<file path="src/rtl/pid_pkg.sv">
// Shared types, default widths and saturation helper for the PID datapath
// and the downstream motor-mix stage.
package pid_pkg;

    localparam int PID_DATA_W  = 16;
    localparam int PID_GAIN_W  = 16;
    localparam int PID_FRAC_W  = 8;
    localparam int PID_INT_LIM = 131071;
    localparam int PID_OUT_MAX = 32767;
    localparam int PID_OUT_MIN = -32768;

    // Integrator/multiplier operand width and accumulator width.
    localparam int PID_INT_W   = PID_DATA_W + 4;
    localparam int PID_ACC_W   = PID_GAIN_W + PID_DATA_W + 8;

    typedef enum logic [2:0] {
        IDLE,
        CAPTURE,
        MUL_P,
        MUL_I,
        MUL_D,
        SUM
    } pid_state_t;

    // Clamp a wide signed value into [lo, hi]; the caller truncates to its width.
    function automatic logic signed [63:0] sat_to_w(
        input logic signed [63:0] value,
        input logic signed [63:0] lo,
        input logic signed [63:0] hi
    );
        if (value > hi)
            return hi;
        else if (value < lo)
            return lo;
        else
            return value;
    endfunction

endpackage

</file>
<file path="src/rtl/pid_mac.sv">
// Shared signed multiplier with a load/accumulate register.
// load=1 starts a new sum with the product; otherwise the product is added.
module pid_mac #(
    parameter int A_W   = pid_pkg::PID_GAIN_W,
    parameter int B_W   = pid_pkg::PID_INT_W,
    parameter int ACC_W = pid_pkg::PID_ACC_W
) (
    input  logic                    clk_12mhz,
    input  logic                    reset_n,
    input  logic                    clr,
    input  logic                    en,
    input  logic                    load,
    input  logic signed [A_W-1:0]   gain,
    input  logic signed [B_W-1:0]   operand,
    output logic signed [ACC_W-1:0] acc
);

    localparam int PROD_W = A_W + B_W;

    logic signed [PROD_W-1:0] product;
    logic signed [ACC_W-1:0]  product_ext;

    // Full-precision product, sign-extended to the accumulator width.
    assign product     = PROD_W'(gain) * PROD_W'(operand);
    assign product_ext = ACC_W'(product);

    // Accumulator register: clear on abort, load or add when enabled.
    always_ff @(posedge clk_12mhz or negedge reset_n) begin
        if (!reset_n)
            acc <= '0;
        else if (clr)
            acc <= '0;
        else if (en)
            acc <= load ? product_ext : acc + product_ext;
    end

endmodule

</file>
<file path="src/rtl/pid_axis_update.sv">
// Per-axis PID update: sequences P, I and D terms through one shared MAC
// and produces a saturated command with a one-cycle out_valid strobe.
module pid_axis_update
    import pid_pkg::*;
#(
    parameter int DATA_W  = PID_DATA_W,
    parameter int GAIN_W  = PID_GAIN_W,
    parameter int FRAC_W  = PID_FRAC_W,
    parameter int INT_LIM = PID_INT_LIM,
    parameter int OUT_MAX = PID_OUT_MAX,
    parameter int OUT_MIN = PID_OUT_MIN
) (
    input  logic              clk_12mhz,
    input  logic              reset_n,
    input  logic              pid_clk_en,
    input  logic              enable,
    input  logic [DATA_W-1:0] setpoint,
    input  logic [DATA_W-1:0] measurement,
    input  logic [GAIN_W-1:0] kp,
    input  logic [GAIN_W-1:0] ki,
    input  logic [GAIN_W-1:0] kd,
    output logic [DATA_W-1:0] out,
    output logic              out_valid,
    output logic              busy,
    output logic              overrun
);

    localparam int ERR_W  = DATA_W + 1;
    localparam int DIFF_W = DATA_W + 2;
    localparam int INT_W  = DATA_W + 4;
    localparam int ACC_W  = GAIN_W + DATA_W + 8;
    localparam logic [DATA_W-1:0] OUT_MAX_W = DATA_W'(OUT_MAX);
    localparam logic [DATA_W-1:0] OUT_MIN_W = DATA_W'(OUT_MIN);

    pid_state_t               state, next_state;
    logic signed [ERR_W-1:0]  err, err_prev, err_in;
    logic signed [DIFF_W-1:0] diff;
    logic signed [INT_W-1:0]  integ, integ_next;
    logic signed [INT_W:0]    integ_sum;
    logic                     windup_hold;
    logic                     mac_en, mac_load;
    logic signed [GAIN_W-1:0] mac_gain;
    logic signed [INT_W-1:0]  mac_operand;
    logic signed [ACC_W-1:0]  acc, acc_scaled;
    logic [DATA_W-1:0]        out_next;

    // One extra bit keeps setpoint - measurement exact.
    assign err_in = $signed({setpoint[DATA_W-1], setpoint})
                  - $signed({measurement[DATA_W-1], measurement});

    assign integ_sum  = $signed({integ[INT_W-1], integ})
                      + $signed({{(INT_W + 1 - ERR_W){err[ERR_W-1]}}, err});
    assign integ_next = INT_W'(sat_to_w(64'(integ_sum), 64'(-INT_LIM), 64'(INT_LIM)));

    // Freeze the integrator while the command is pinned and the error pushes further out.
    assign windup_hold = ((out == OUT_MAX_W) && !err[ERR_W-1] && (err != '0))
                      || ((out == OUT_MIN_W) && err[ERR_W-1]);

    // Arithmetic shift floors toward -inf before saturation.
    assign acc_scaled = acc >>> FRAC_W;
    assign out_next   = DATA_W'(sat_to_w(64'(acc_scaled), 64'(OUT_MIN), 64'(OUT_MAX)));

    assign busy = (state != IDLE);

    // State register.
    always_ff @(posedge clk_12mhz or negedge reset_n) begin
        if (!reset_n)
            state <= IDLE;
        else
            state <= next_state;
    end

    // Next-state and MAC operand selection.
    always_comb begin
        // NOTE: every output gets a default first so no path leaves a latch behind.
        next_state  = state;
        mac_en      = 1'b0;
        mac_load    = 1'b0;
        mac_gain    = $signed(kp);
        mac_operand = $signed({{(INT_W - ERR_W){err[ERR_W-1]}}, err});
        if (!enable) begin
            next_state = IDLE;
        end else begin
            case (state)
                IDLE:    if (pid_clk_en) next_state = CAPTURE;
                CAPTURE: next_state = MUL_P;
                MUL_P: begin
                    next_state = MUL_I;
                    mac_en     = 1'b1;
                    mac_load   = 1'b1;
                end
                MUL_I: begin
                    next_state  = MUL_D;
                    mac_en      = 1'b1;
                    mac_gain    = $signed(ki);
                    mac_operand = integ;
                end
                MUL_D: begin
                    next_state  = SUM;
                    mac_en      = 1'b1;
                    mac_gain    = $signed(kd);
                    mac_operand = $signed({{(INT_W - DIFF_W){diff[DIFF_W-1]}}, diff});
                end
                SUM:     next_state = IDLE;
                default: next_state = IDLE;
            endcase
        end
    end

    pid_mac #(
        .A_W   (GAIN_W),
        .B_W   (INT_W),
        .ACC_W (ACC_W)
    ) u_mac (
        .clk_12mhz (clk_12mhz),
        .reset_n   (reset_n),
        .clr       (!enable),
        .en        (mac_en),
        .load      (mac_load),
        .gain      (mac_gain),
        .operand   (mac_operand),
        .acc       (acc)
    );

    // Error/integrator/derivative registers, output command and status flags.
    always_ff @(posedge clk_12mhz or negedge reset_n) begin
        // NOTE: non-blocking assignments so every register sees pre-edge values.
        if (!reset_n) begin
            err       <= '0;
            err_prev  <= '0;
            diff      <= '0;
            integ     <= '0;
            out       <= '0;
            out_valid <= 1'b0;
            overrun   <= 1'b0;
        end else if (!enable) begin
            err       <= '0;
            err_prev  <= '0;
            diff      <= '0;
            integ     <= '0;
            out       <= '0;
            out_valid <= 1'b0;
            overrun   <= 1'b0;
        end else begin
            out_valid <= 1'b0;
            if (pid_clk_en && busy)
                overrun <= 1'b1;
            case (state)
                IDLE: if (pid_clk_en) err <= err_in;
                CAPTURE: begin
                    diff     <= $signed({err[ERR_W-1], err}) - $signed({err_prev[ERR_W-1], err_prev});
                    err_prev <= err;
                    if (!windup_hold)
                        integ <= integ_next;
                end
                SUM: begin
                    out       <= out_next;
                    out_valid <= 1'b1;
                end
                default: ;
            endcase
        end
    end

endmodule
</file>
<file path="config.mk">
export PLATFORM = sky130hd
export DESIGN_NAME = pid_axis_update
export DESIGN_NICKNAME = d
export VERILOG_FILES = /design/src/rtl/pid_pkg.sv /design/src/rtl/pid_mac.sv /design/src/rtl/pid_axis_update.sv
export SDC_FILE = /design/constraint.sdc
export NUM_CORES = 1
export LEC_CHECK = 0
export BUFFER_PORTS_ARGS = -buffer_cell sky130_fd_sc_hd__buf_2
export CAP_MARGIN = 0
export CORE_MARGIN = 5
export CORE_UTILIZATION = 62
export CTS_CLUSTER_SIZE = 30
export DETAILED_ROUTE_END_ITERATION = 8
export GPL_ROUTABILITY_DRIVEN = 0
export PLACE_DENSITY = 0.88
export SYNTH_ARGS = -nofsm -noshare
export SYNTH_HDL_FRONTEND = slang
export SYNTH_SLANG_ARGS = --single-unit
</file>
<file path="constraint.sdc">
create_clock -name clk_12mhz -period 27.2 [get_ports clk_12mhz]
set_input_delay 1.36 -clock clk_12mhz [delete_from_list [all_inputs] [get_ports clk_12mhz]]
set_output_delay 1.36 -clock clk_12mhz [all_outputs]
set_load 0.02 [all_outputs]
</file>
## Yosys cells after proc, flatten, opt, wreduce, memory -nomap -nowiden

Cells that the tools add are included.

| cells by class | value |
|---|---|
| add/subtract/negate cells | 4 |
| $mul | 1 |
| divide/modulo/power cells | 0 |
| order comparisons | 4 |
| equality and inequality tests | 15 |
| shift-type cells | 0 |
| muxes and demuxes | 34 |
| bitwise operators | 0 |
| reduce and logical (&&, ||, !) cells | 12 |

Operators by type and width:

| kind | number |
|---|---|
| $mux W20 | 6 |
| $mux W40 | 3 |
| $mux W17 | 5 |
| $mux W16 | 5 |
| $add A40 B36 Y40 | 1 |
| $pmux W20 S2 | 1 |
| $mul A16 B20 Y36 | 1 |
| $mux W18 | 2 |
| $gt A32 B16 Y1 const B | 1 |
| $lt A32 B16 Y1 const B | 1 |
| $pmux W16 S2 | 1 |
| $add A20 B17 Y21 | 1 |
| $gt A21 B18 Y1 const B | 1 |
| $lt A21 B18 Y1 const B | 1 |
| $sub A17 B17 Y18 | 1 |
| $reduce_bool A17 Y1 | 1 |
| $sub A16 B16 Y17 | 1 |
| $eq A16 B15 Y1 const B | 1 |
| $eq A16 B16 Y1 const B | 1 |
| $pmux W3 S5 | 1 |
| $ne A2 B1 Y1 const B | 5 |
| $mux W1 | 8 |
| $eq A3 B2 Y1 const B | 2 |
| $eq A3 B3 Y1 const B | 2 |
| other kinds (11) | 17 |

| storage, ports and cells | value |
|---|---|
| register bits after elaboration | 133 |
| bits in latches | 0 |
| bits in writable memories | 0 |
| memory bits (read-only) | 0 |
| output and inout bits | 19 |
| memories | 0 |

## Depth between registers and ports, before layout

| depth | value |
|---|---|
| depth in word-level cells | 8 |
| depth in mapped cells | 43 |
| mapped depth without buffers | 40 |

## By module

From an unflattened synthesis, not the netlist that was laid out.

| unflattened totals | value |
|---|---|
| cells, all modules | 2654 |
| area, all modules | 22947.0 sq um |

Modules (own cells, without submodules):

| module | times used | cells each | area each (sq um) | seq. area each (sq um) |
|---|---|---|---|---|
| pid_mac | 1 | 1827 | 15843.9 | 1001.0 |
| pid_axis_update | 1 | 827 | 7103.1 | 2327.2 |

## Worst setup path after synthesis

Ideal clock, no wire load.

| timing path | value |
|---|---|
| path type | input-to-reg |
| start point | input enable |
| end point | register u_mac.acc[39] |
| library setup time | 0.126 ns |
| data arrival time | 9.636 ns |
| path slack | 17.438 ns |
| stages on the path | 37 |
| buffers on the path | 3 |
| cell sequence | o21ai_0 -> clkbuf_1 -> clkbuf_1 -> buf_1 -> a22oi_1 -> nor2_1 -> fa_1 -> inv_1 -> fa_1 -> fa_1 -> fa_1 -> inv_1 -> fa_1 -> inv_1 -> fa_1 -> inv_1 -> ha_1 -> nand3_1 -> a211oi_2 -> o21ai_1 -> o21ai_2 -> a21oi_2 -> a31o_2 -> o211ai_2 -> o31a_1 -> xor2_1 -> ha_1 -> nor2b_1 -> o21ai_0 -> nand2b_1 -> a21o_1 -> a21oi_1 -> o31ai_2 -> a221oi_2 -> xnor2_1 -> mux2i_1 -> a221o_1 |

| between the ends | value |
|---|---|
| cells in the longest elaborated chain, start to end | 6 |

Ends and longest elaborated chain:

| item | RTL line | text |
|---|---|---|
| start, declared | pid_axis_update.sv:16 | `input logic enable,` |
| $mux W16 / $mux W20 (equally long branches) | pid_axis_update.sv:81 | `if (!enable) begin` |
| $mul A16 B20 Y36 | pid_mac.sv:24 | `assign product = PROD_W'(gain) * PROD_W'(operand);` |
| $add A40 B36 Y40 | pid_mac.sv:34 | `acc <= load ? product_ext : acc + product_ext;` |
| $mux W40 | pid_mac.sv:34 |  |
| $mux W40 | pid_mac.sv:33 | `else if (en)` |
| $mux W40 | pid_mac.sv:31 | `else if (clr)` |
| end signal, assigned | pid_mac.sv:34 |  |
| end, declared | pid_mac.sv:15 | `output logic signed [ACC_W-1:0] acc` |

Parallel ways exist; a longest one is shown, timed or not. The select of a mux whose other input is x is not followed.
A chain may end at the register's enable or synchronous reset.

## Worst setup path in the final report

| timing path | value |
|---|---|
| start point | register state[2] |
| end point | register u_mac.acc[39] |

| between the ends | value |
|---|---|
| cells in the longest elaborated chain, start to end | 8 |

Ends and longest elaborated chain:

| item | RTL line | text |
|---|---|---|
| start, declared | pid_axis_update.sv:35 | `pid_state_t state, next_state;` |
| start signal, assigned | pid_axis_update.sv:70 | `state <= next_state;` |
| $eq A3 B3 Y1 / $eq A3 B2 Y1 (equally long branches) | pid_axis_update.sv:84 | `case (state)` |
| $pmux W16 S2 / $pmux W20 S2 (equally long branches) | pid_axis_update.sv:84 |  |
| $mux W16 / $mux W20 (equally long branches) | pid_axis_update.sv:81 |  |
| $mul A16 B20 Y36 | pid_mac.sv:24 |  |
| $add A40 B36 Y40 | pid_mac.sv:34 |  |
| $mux W40 | pid_mac.sv:34 |  |
| $mux W40 | pid_mac.sv:33 |  |
| $mux W40 | pid_mac.sv:31 |  |

Parallel ways exist; a longest one is shown, timed or not. The select of a mux whose other input is x is not followed.

==> impl_metrics.json <==
{
  "status": "completed",
  "min_path_type": "register to register",
  "start_util": 0.628,
  "via_count": 20300,
  "core_um2": 35600,
  "synth_edf_count": 0,
  "root_buffer": "clkbuf_16",
  "worst_ep_arrival_time_ns": 11.79,
  "grt_start_max_net_pins": 77,
  "async_flop_share": 1.00,
  "first_pass_iters": 8,
  "p_leak_uw": 0.0120,
  "ys_warn_count": 0,
  "clock_latency_ns": 0.44,
  "grt_usage": 0.331,
  "final_cell_mix": "452 x inv_1, 323 x nand2_1, 322 x fa_1",
  "antenna_found_initial": 1,
  "layout.nets": 3286,
  "crit_path_frequent_cell": "fa_1",
  "clkTransAtPathRegs_ns": 0.07,
  "crit_path_max_fanout": 76,
  "cts.sinks": 133,
  "crit_path_top_delay_cell": "buf_4",
  "cts_resized": 0,
  "netlist-cell-type-count": 81,
  "power_density_nw_per_um2": 134,
  "setup_tns_ns": 0,
  "postSynthCellCount": 2644,
  "rows": 69,
  "skew_ns": 0.0162,
  "wl_per_cell_um": 20.6,
  "route.detailed.drc": 0,
  "drt-total-wl_um": 65400,
  "avgSynthCellArea_um2": 8.44,
  "cp_data_required_time_ns": 27.53,
  "die_area_um2": 39900,
  "dpl.hpwl_um": 50700,
  "cts.path.max_buffers": 2,
  "portBuffers": 102,
  "final_common_cell": "inv_1",
  "maxCapViolCount": 0,
  "holdBufCountCts": 0,
  "ys_ff_latch": 133,
  "synthToLayoutAreaGrowth_pct": 7.07,
  "grt_pass1_wl_um": 105000,
  "syn_nets": 3234,
  "grt_pass1_vias": 20800,
  "layout-drive-gt1-share": 0.0735,
  "max_stage_delay_ns": 0.78,
  "end_kind": "register",
  "start_kind": "register",
  "die_w_um": 200,
  "yosysSeqAreaShare": 0.149,
  "h-tree-depth": 4,
  "synth_flop_cell": "dfrtp_1",
  "period_needed_ns": 11.47,
  "hold_violations": 0,
  "worstMarginPinSlew_ns": 1.34,
  "rsz0062_at_grt": "false",
  "grt_overflow": 0,
  "post-route-util": 0.672,
  "worstSetupPathType": "register to register",
  "io_pins": 103,
  "numCtsBuffers": 17,
  "setup_viol": 0,
  "die_y_um": 200,
  "cts_tree": "built",
  "antenna_left": 0,
  "vdd_drop_max_mv": 0.138,
  "cts_setup_buffers": 0,
  "syn_area_um2": 22300,
  "fin_crit_sh": 0.422,
  "fmax_ghz": 0.0872,
  "slew_headroom": 0.105,
  "slew_violations": 0,
  "drtIter0Drc": 2564,
  "via_per_inst": 6.40
}
## layout make-up
class,instances,area (um2)
Antenna cell,1,2.50
Clock buffer,18,429
Clock inverter,13,196
Fill cell,2645,11700
Inverter,453,1700
Multi-Input combinational cell,1964,17000
Sequential cell,133,3330
Tap cell,461,577
Timing Repair Buffer,127,704
## layer usage
metal	track usage	up-vias	part of all wire
met5	0	-	0
met4	0.179	0	0.071
met3	0.0789	390	0.12
met2	0.526	1400	0.46
met1	0.423	9755	0.35
li1	-	8730	-
## where the power goes
group          internal [uW]  total, uW  switching, uW
combinational           1050       2690           1640
sequential               220        251           30.1
clock                    155        253           98.0
## final timing paths
kind	startpoint	end	slack (ns)	depth (start not counted)
min in group asynchronous	reset_n	u_mac.acc[38]	0.89	1
hold reg to reg	u_mac.acc[4]	u_mac.acc[4]	0.50	2
hold / removal	u_mac.acc[4]	u_mac.acc[4]	0.50	2
setup / recovery	state[2]	u_mac.acc[39]	15.73	36
setup reg to reg	state[2]	u_mac.acc[39]	15.73	36
max in group asynchronous	reset_n	diff[3]	24.90	2
## synthesized netlist by cell type, types with 44 or more instances
master / number / area share
ha_1: 184 / 0.10
nand2_1: 323 / 0.054
nor2_1: 249 / 0.042
o21ai_0: 110 / 0.025
dfrtp_1: 133 / 0.15
xor2_1: 44 / 0.017
a22o_1: 55 / 0.022
clkbuf_1: 81 / 0.014
a21o_1: 45 / 0.015
inv_1: 453 / 0.076
a22oi_1: 56 / 0.019
xnor2_1: 68 / 0.027
a21oi_1: 152 / 0.034
fa_1: 322 / 0.29
## per-stage QoR
stage	worst slack, ns	hold WS, ns	total power (uW)	instance area, um2	std cells
final	15.73	0.497	3190	23900	3170
after global routing	15.24	0.526	3470	23900	3170
after CTS	16.04	0.501	3140	23900	3168
after detailed placement	15.99	0.486	2830	23300	3137
after global placement	16.31	0.472	2700	23300	3137
after floorplan	17.44	0.456	2260	22300	2644
## state kept, by name, summed over array words and instances, names as in the netlist
| signal | cells |
|---|---|
| diff | 18 |
| err | 17 |
| err_prev | 17 |
| integ | 20 |
| out | 16 |
| out_valid | 1 |
| overrun | 1 |
| state | 3 |
| u_mac.acc | 40 |
## kinds of logic (layout without fill, tap and decap cells)
| family | Yosys count | count (layout) | share of synthesized area |
|---|---|---|---|
| xor+xnor | 112 | 112 | 0.0439 |
| flops | 133 | 133 | 0.149 |
| buf+inv | 547 | 611 | 0.0926 |
| simple gates | 762 | 762 | 0.150 |
| fa+ha+maj | 506 | 506 | 0.392 |
| other cells | 0 | 1 | 0 |
| compound gates | 579 | 579 | 0.170 |
| mux | 5 | 5 | 0.00230 |
## critical path: cells and delay by family, from the launching register on
family / cells / cell delay, ns
AND/OR/NAND/NOR: 10 / 2.09
flip-flops: 1 / 0.45
buffers and inverters: 5 / 1.59
AO/OA/AOI/OAI: 11 / 3.07
XOR/XNOR: 1 / 0.17
multiplexers: 1 / 0.10
adder cells (fa/ha/maj): 8 / 3.88
(Power assumes the default switching activity.)
